File: config.mk
export PLATFORM = sky130hd
export DESIGN_NAME = mem_arbiter
export DESIGN_NICKNAME = d
export VERILOG_FILES = /design/src/rtl/mem_arbiter.sv
export SDC_FILE = /design/constraint.sdc
export NUM_CORES = 1
export LEC_CHECK = 0
export CELL_PAD_IN_SITES_DETAIL_PLACEMENT = 1
export CELL_PAD_IN_SITES_GLOBAL_PLACEMENT = 1
export CORE_MARGIN = 2
export CORE_UTILIZATION = 19
export DETAILED_ROUTE_END_ITERATION = 16
export PLACE_DENSITY_LB_ADDON = 0.3
export SYNTH_ARGS = -nofsm -noshare
export SYNTH_HDL_FRONTEND = slang
export SYNTH_SLANG_ARGS = --single-unit
File: constraint.sdc
create_clock -name clock -period 1.4 [get_ports clock]
set_clock_uncertainty 0.2 [all_clocks]
set_input_delay 0.21 -clock clock [delete_from_list [all_inputs] [get_ports clock]]
set_output_delay 0.21 -clock clock [all_outputs]
set_load 0.005 [all_outputs]
File: src/rtl/mem_arbiter.sv
// Round-robin arbiter sharing one memory port between instruction fetch and load/store.
// A grant is held from address acceptance until the response handshake completes.
module mem_arbiter #(
    parameter int ADDR_W = 32,
    parameter int DATA_W = 32
) (
    input  logic                clock,
    input  logic                reset,
    input  logic                ifu_avalid,
    output logic                ifu_aready,
    input  logic [ADDR_W-1:0]   ifu_addr,
    output logic [DATA_W-1:0]   ifu_rdata,
    output logic                ifu_dvalid,
    input  logic                ifu_dready,
    input  logic                lsu_avalid,
    output logic                lsu_aready,
    input  logic [ADDR_W-1:0]   lsu_addr,
    input  logic                lsu_wen,
    input  logic [DATA_W-1:0]   lsu_wdata,
    input  logic [DATA_W/8-1:0] lsu_wmask,
    output logic [DATA_W-1:0]   lsu_rdata,
    output logic                lsu_dvalid,
    input  logic                lsu_dready,
    output logic                mem_avalid,
    input  logic                mem_aready,
    output logic [ADDR_W-1:0]   mem_addr,
    output logic                mem_wen,
    output logic [DATA_W-1:0]   mem_wdata,
    output logic [DATA_W/8-1:0] mem_wmask,
    input  logic [DATA_W-1:0]   mem_rdata,
    input  logic                mem_dvalid,
    output logic                mem_dready
);

    typedef enum logic [1:0] {
        ST_IDLE = 2'd0,
        ST_REQ  = 2'd1,
        ST_RESP = 2'd2
    } state_t;

    localparam logic OWN_IFU = 1'b0;
    localparam logic OWN_LSU = 1'b1;

    state_t              state_r;
    state_t              state_nxt_s;
    logic                owner_r;
    logic                last_grant_r;
    logic                winner_s;
    logic                accept_s;
    logic                owner_dready_s;
    logic [ADDR_W-1:0]   addr_r;
    logic                wen_r;
    logic [DATA_W-1:0]   wdata_r;
    logic [DATA_W/8-1:0] wmask_r;

    // Winner selection: sole requester wins; on a tie the one not granted last time wins.
    always_comb begin
        winner_s = OWN_IFU;
        if (ifu_avalid && lsu_avalid) begin
            winner_s = ~last_grant_r;
        end else if (lsu_avalid) begin
            winner_s = OWN_LSU;
        end else begin
            winner_s = OWN_IFU;
        end
    end

    // Next-state and handshake decode; aready and the response path are combinational.
    always_comb begin
        state_nxt_s    = state_r;
        ifu_aready     = 1'b0;
        lsu_aready     = 1'b0;
        ifu_dvalid     = 1'b0;
        lsu_dvalid     = 1'b0;
        mem_avalid     = 1'b0;
        mem_dready     = 1'b0;
        accept_s       = 1'b0;
        owner_dready_s = (owner_r == OWN_LSU) ? lsu_dready : ifu_dready;
        case (state_r)
            ST_IDLE: begin
                ifu_aready = ifu_avalid && (winner_s == OWN_IFU);
                lsu_aready = lsu_avalid && (winner_s == OWN_LSU);
                // aready always follows avalid for the winner, so any request is accepted here
                accept_s   = ifu_avalid || lsu_avalid;
                if (accept_s) begin
                    state_nxt_s = ST_REQ;
                end else begin
                    state_nxt_s = ST_IDLE;
                end
            end
            ST_REQ: begin
                mem_avalid = 1'b1;
                if (mem_aready) begin
                    state_nxt_s = ST_RESP;
                end else begin
                    state_nxt_s = ST_REQ;
                end
            end
            ST_RESP: begin
                mem_dready = owner_dready_s;
                if (owner_r == OWN_LSU) begin
                    lsu_dvalid = mem_dvalid;
                end else begin
                    ifu_dvalid = mem_dvalid;
                end
                if (mem_dvalid && owner_dready_s) begin
                    state_nxt_s = ST_IDLE;
                end else begin
                    state_nxt_s = ST_RESP;
                end
            end
            default: begin
                state_nxt_s = ST_IDLE;
            end
        endcase
    end

    // State, grant bookkeeping and request field capture on acceptance.
    always_ff @(posedge clock) begin
        if (reset) begin
            state_r      <= ST_IDLE;
            owner_r      <= OWN_IFU;
            last_grant_r <= OWN_LSU;
            addr_r       <= '0;
            wen_r        <= 1'b0;
            wdata_r      <= '0;
            wmask_r      <= '0;
        end else begin
            state_r <= state_nxt_s;
            if (accept_s) begin
                owner_r      <= winner_s;
                last_grant_r <= winner_s;
                if (winner_s == OWN_LSU) begin
                    addr_r  <= lsu_addr;
                    wen_r   <= lsu_wen;
                    wdata_r <= lsu_wdata;
                    wmask_r <= lsu_wmask;
                end else begin
                    addr_r  <= ifu_addr;
                    wen_r   <= 1'b0;
                    wdata_r <= '0;
                    wmask_r <= '0;
                end
            end
        end
    end

    assign mem_addr  = addr_r;
    assign mem_wen   = wen_r;
    assign mem_wdata = wdata_r;
    assign mem_wmask = wmask_r;
    assign ifu_rdata = mem_rdata;
    assign lsu_rdata = mem_rdata;

endmodule

==> out/metrics.csv <==
metric,value,unit
nets,652,
worstHoldStart,reset,
hold_path_class,input port to flop,
swShare,27.9,%
dp_hpwl,8.35,mm
grt_pass1_wl,18.1,mm
wl_per_cell,18.7,microns
numCtsBuffers,9,
synth_area_leaders,"dfxtp_1 (44%), buf_4 (15%), a22o_1 (9.8%)",
p_per_area,1040,nW/um^2
startpoint_type,flop,
power_switching,1820,uW
cpMaxStageDelayCell,dfxtp_4,
viasPerCell,4.42,
cp_num_buf_inv,3,
cp.depth,6,
worstRegToRegCells,6,
crit_arrival,1.70,ns
cp-endpoint,mem_wdata[12]$_SDFFE_PP0P_,
slew_headroom,63.7,%
io_buffers,183,
gp_congestion,0.726,
synth_edf_count,0,
die_h,136,microns
dieArea,18400,sq um
rows,48,
die_x,136,microns
ff2ff_setup_slack,-0.23,ns
cts_root_buf,clkbuf_16,
yosysTopAreaCell,dfxtp_1,
worst_pin_slew,0.544,ns
power_frac_seq,36.5,%
grtUsageTotal,12.9,%
crit_fanout,9,
yosysTopAreaCellShare,44.4,%
hold_viol_final,0,
leakage,0.00275,uW
yosysSeqAreaShare,44.4,%
synth.most_common_cell,dfxtp_1,
grt-ovfl-total,0,
synth.avg_cell_area,9.12,sq um
r2r-end,mem_wdata[12]$_SDFFE_PP0P_,
synth_nets,502,
syn_area,3290,sq um
reg2reg_from,state_r[1]$_SDFF_PP0_,
start_util,19.2,%
post-route-period-util,116,%
pin_count,280,
grt_max_degree,38,
first_pass_iters,4,
h-tree-depth,3,
combPwrFrac,28.7,%
post-route-min-period,1.63,ns
status,"complete, but fails checks",
clk_pin_slew,0.06,ns
drt-initial-drc-count,57,
rsz0062_at_grt,yes,
cts_sinks,73,
synth_top_cells_by_count,"dfxtp_1 (73), nand2_1 (69), buf_4 (64), a22o_1 (37), a21oi_1 (36)",
crit_family,simple AND/OR/NAND/NOR gates,
max-clock-path-buffers,2,
critPathMostFrequentCell,buf_6,
n_antenna_cell,0,
insertion_delay,0.33,ns
cts_tree,done,
setup_violations,75,
power_frac_clock,34.9,%
grt_antenna_before_repair,0,
critPathKind,flop to flop,
fmax,0.614,GHz
vdd_ir_drop_max,494,uV
critPathMaxStageDelay,0.36,ns
final_antenna_net_count,0,
wirelength,13.9,mm
syn_to_final_growth,90.6,%
setup_ws,-0.229,ns
critPathRequiredTime,1.48,ns
final_layout_size_suffix_gt1_share,33.9,%
yosys_warnings,0,
synthFlopType,dfxtp_1,
violations,negative setup slack,
critPathLaunch,state_r[1]$_SDFF_PP0_,
drc,0,
postSynthCellCount,361,
power.internal,4690,uW
slew_viol_final,0,
synth-seq-cells,73,
vias,3275,
async_reset_ff_share,0,%
place_ws,-0.844,ns
end_kind,flop,
core,17100,sq um
crit_chain,"nor2_4, buf_6, buf_6, and3_4, clkbuf_16, a22o_1",
grt_pass1_vias,3406,
cap_violations,0,
synth.distinct_cells,24,
post-route-util,36.7,%
worst min-delay path by stage:
stage / to / depth (start not counted)
final: mem_addr[15]$_SDFFE_PP0P_ / 3
after floorplan: mem_wdata[10]$_SDFFE_PP0P_ / 1
after detailed placement: ifu_rdata[1] / 0
after CTS: mem_addr[10]$_SDFFE_PP0P_ / 3
after global routing: mem_addr[15]$_SDFFE_PP0P_ / 3
after global placement: ifu_rdata[1] / 0
flip-flops by register name (all words and copies together), names as in the netlist:
| register | flops |
|---|---|
| mem_wdata | 32 |
| state_r | 2 |
| last_grant_r | 1 |
| owner_r | 1 |
| mem_addr | 32 |
| mem_wen | 1 |
| mem_wmask | 4 |
kinds of logic (layout without fill, tap and decap cells):
group	after synthesis	in the layout	synth area share [%]
muxes	1	1	0.304
AOI/OAI and AO/OA	111	111	25.5
buffers and inverters	93	247	19.3
DFF	73	73	44.4
and+or+nand+nor	83	84	10.4
stage by stage:
step           setup TNS, ns  total power, uW  cell area [sq um]  hold WS, ns  cells
2_1_floorplan         -0.589             3060               3320        0.135    361
3_3_place_gp          -47.44             3780               4980        0.220    697
3_5_place_dp          -50.95             3800               4980        0.220    697
4_1_cts                -7.97             6160               5380       0.0423    721
5_1_grt               -16.25             6860               6270       0.0491    741
6_report              -11.19             6510               6270       0.0510    741
worst register-to-register path, stage by stage, from the launching register on:
cell	delay (ns)
dfxtp_4	0.36
nor2_4	0.15
buf_6	0.13
buf_6	0.10
and3_4	0.30
clkbuf_16	0.20
a22o_1	0.13
area by class of cell:
class / count / area [sq um]
repair buffers: 229 / 2420
inverters: 2 / 7.51
clock inverters: 5 / 56.3
clock buffers: 11 / 233
flip-flops and latches: 73 / 1480
fillers: 1855 / 10800
multi-input cells: 196 / 1800
well taps: 225 / 282
power groups by stage:
stage          Combinational, uW  Sequential (uW)  Clock, uW
6_report                    1870             2380       2270
5_1_grt                     2010             2400       2450
4_1_cts                     1420             2380       2370
3_5_place_dp                1390             2420          0
3_3_place_gp                1360             2420          0
2_1_floorplan                645             2420          0
per-layer routing:
metal  wire [microns]  GRT usage [%]  up-vias
met5                0              0        -
li1                 -              -     1524
met1             5200           13.4     1573
met2             7160           23.5      141
met3             1160           4.08       37
met4              350           6.08        0
placed cells by master, fill, tap and decap left out, types with 2 or more instances in the layout:
| master | synthesis | routed |
|---|---|---|
| nand2_4 | 0 | 43 |
| a21oi_1 | 36 | 36 |
| buf_2 | 14 | 6 |
| or2_4 | 0 | 2 |
| clkbuf_1 | 9 | 2 |
| dfxtp_4 | 0 | 3 |
| buf_8 | 0 | 2 |
| buf_6 | 4 | 9 |
| dfxtp_2 | 0 | 5 |
| a22o_1 | 37 | 37 |
| o21ai_0 | 2 | 2 |
| a311oi_2 | 0 | 24 |
| clkdlybuf4s50_1 | 0 | 105 |
| buf_4 | 64 | 15 |
| clkbuf_16 | 0 | 18 |
| buf_12 | 0 | 11 |
| nand2_1 | 69 | 9 |
| nand2_2 | 0 | 17 |
| a311oi_1 | 32 | 8 |
| clkinv_2 | 0 | 2 |
| nor2b_4 | 0 | 3 |
| dfxtp_1 | 73 | 65 |
| dlygate4sd2_1 | 0 | 70 |
| nor2_4 | 1 | 4 |
timing repair:
item                       CTS  global route
hold buffers                 0             0
gates cloned                 2            11
buffers inserted             7             9
setup endpoints to repair  145            76
gates resized for setup    135           141
pin swaps                    9            80
(Power assumes the default switching activity.)
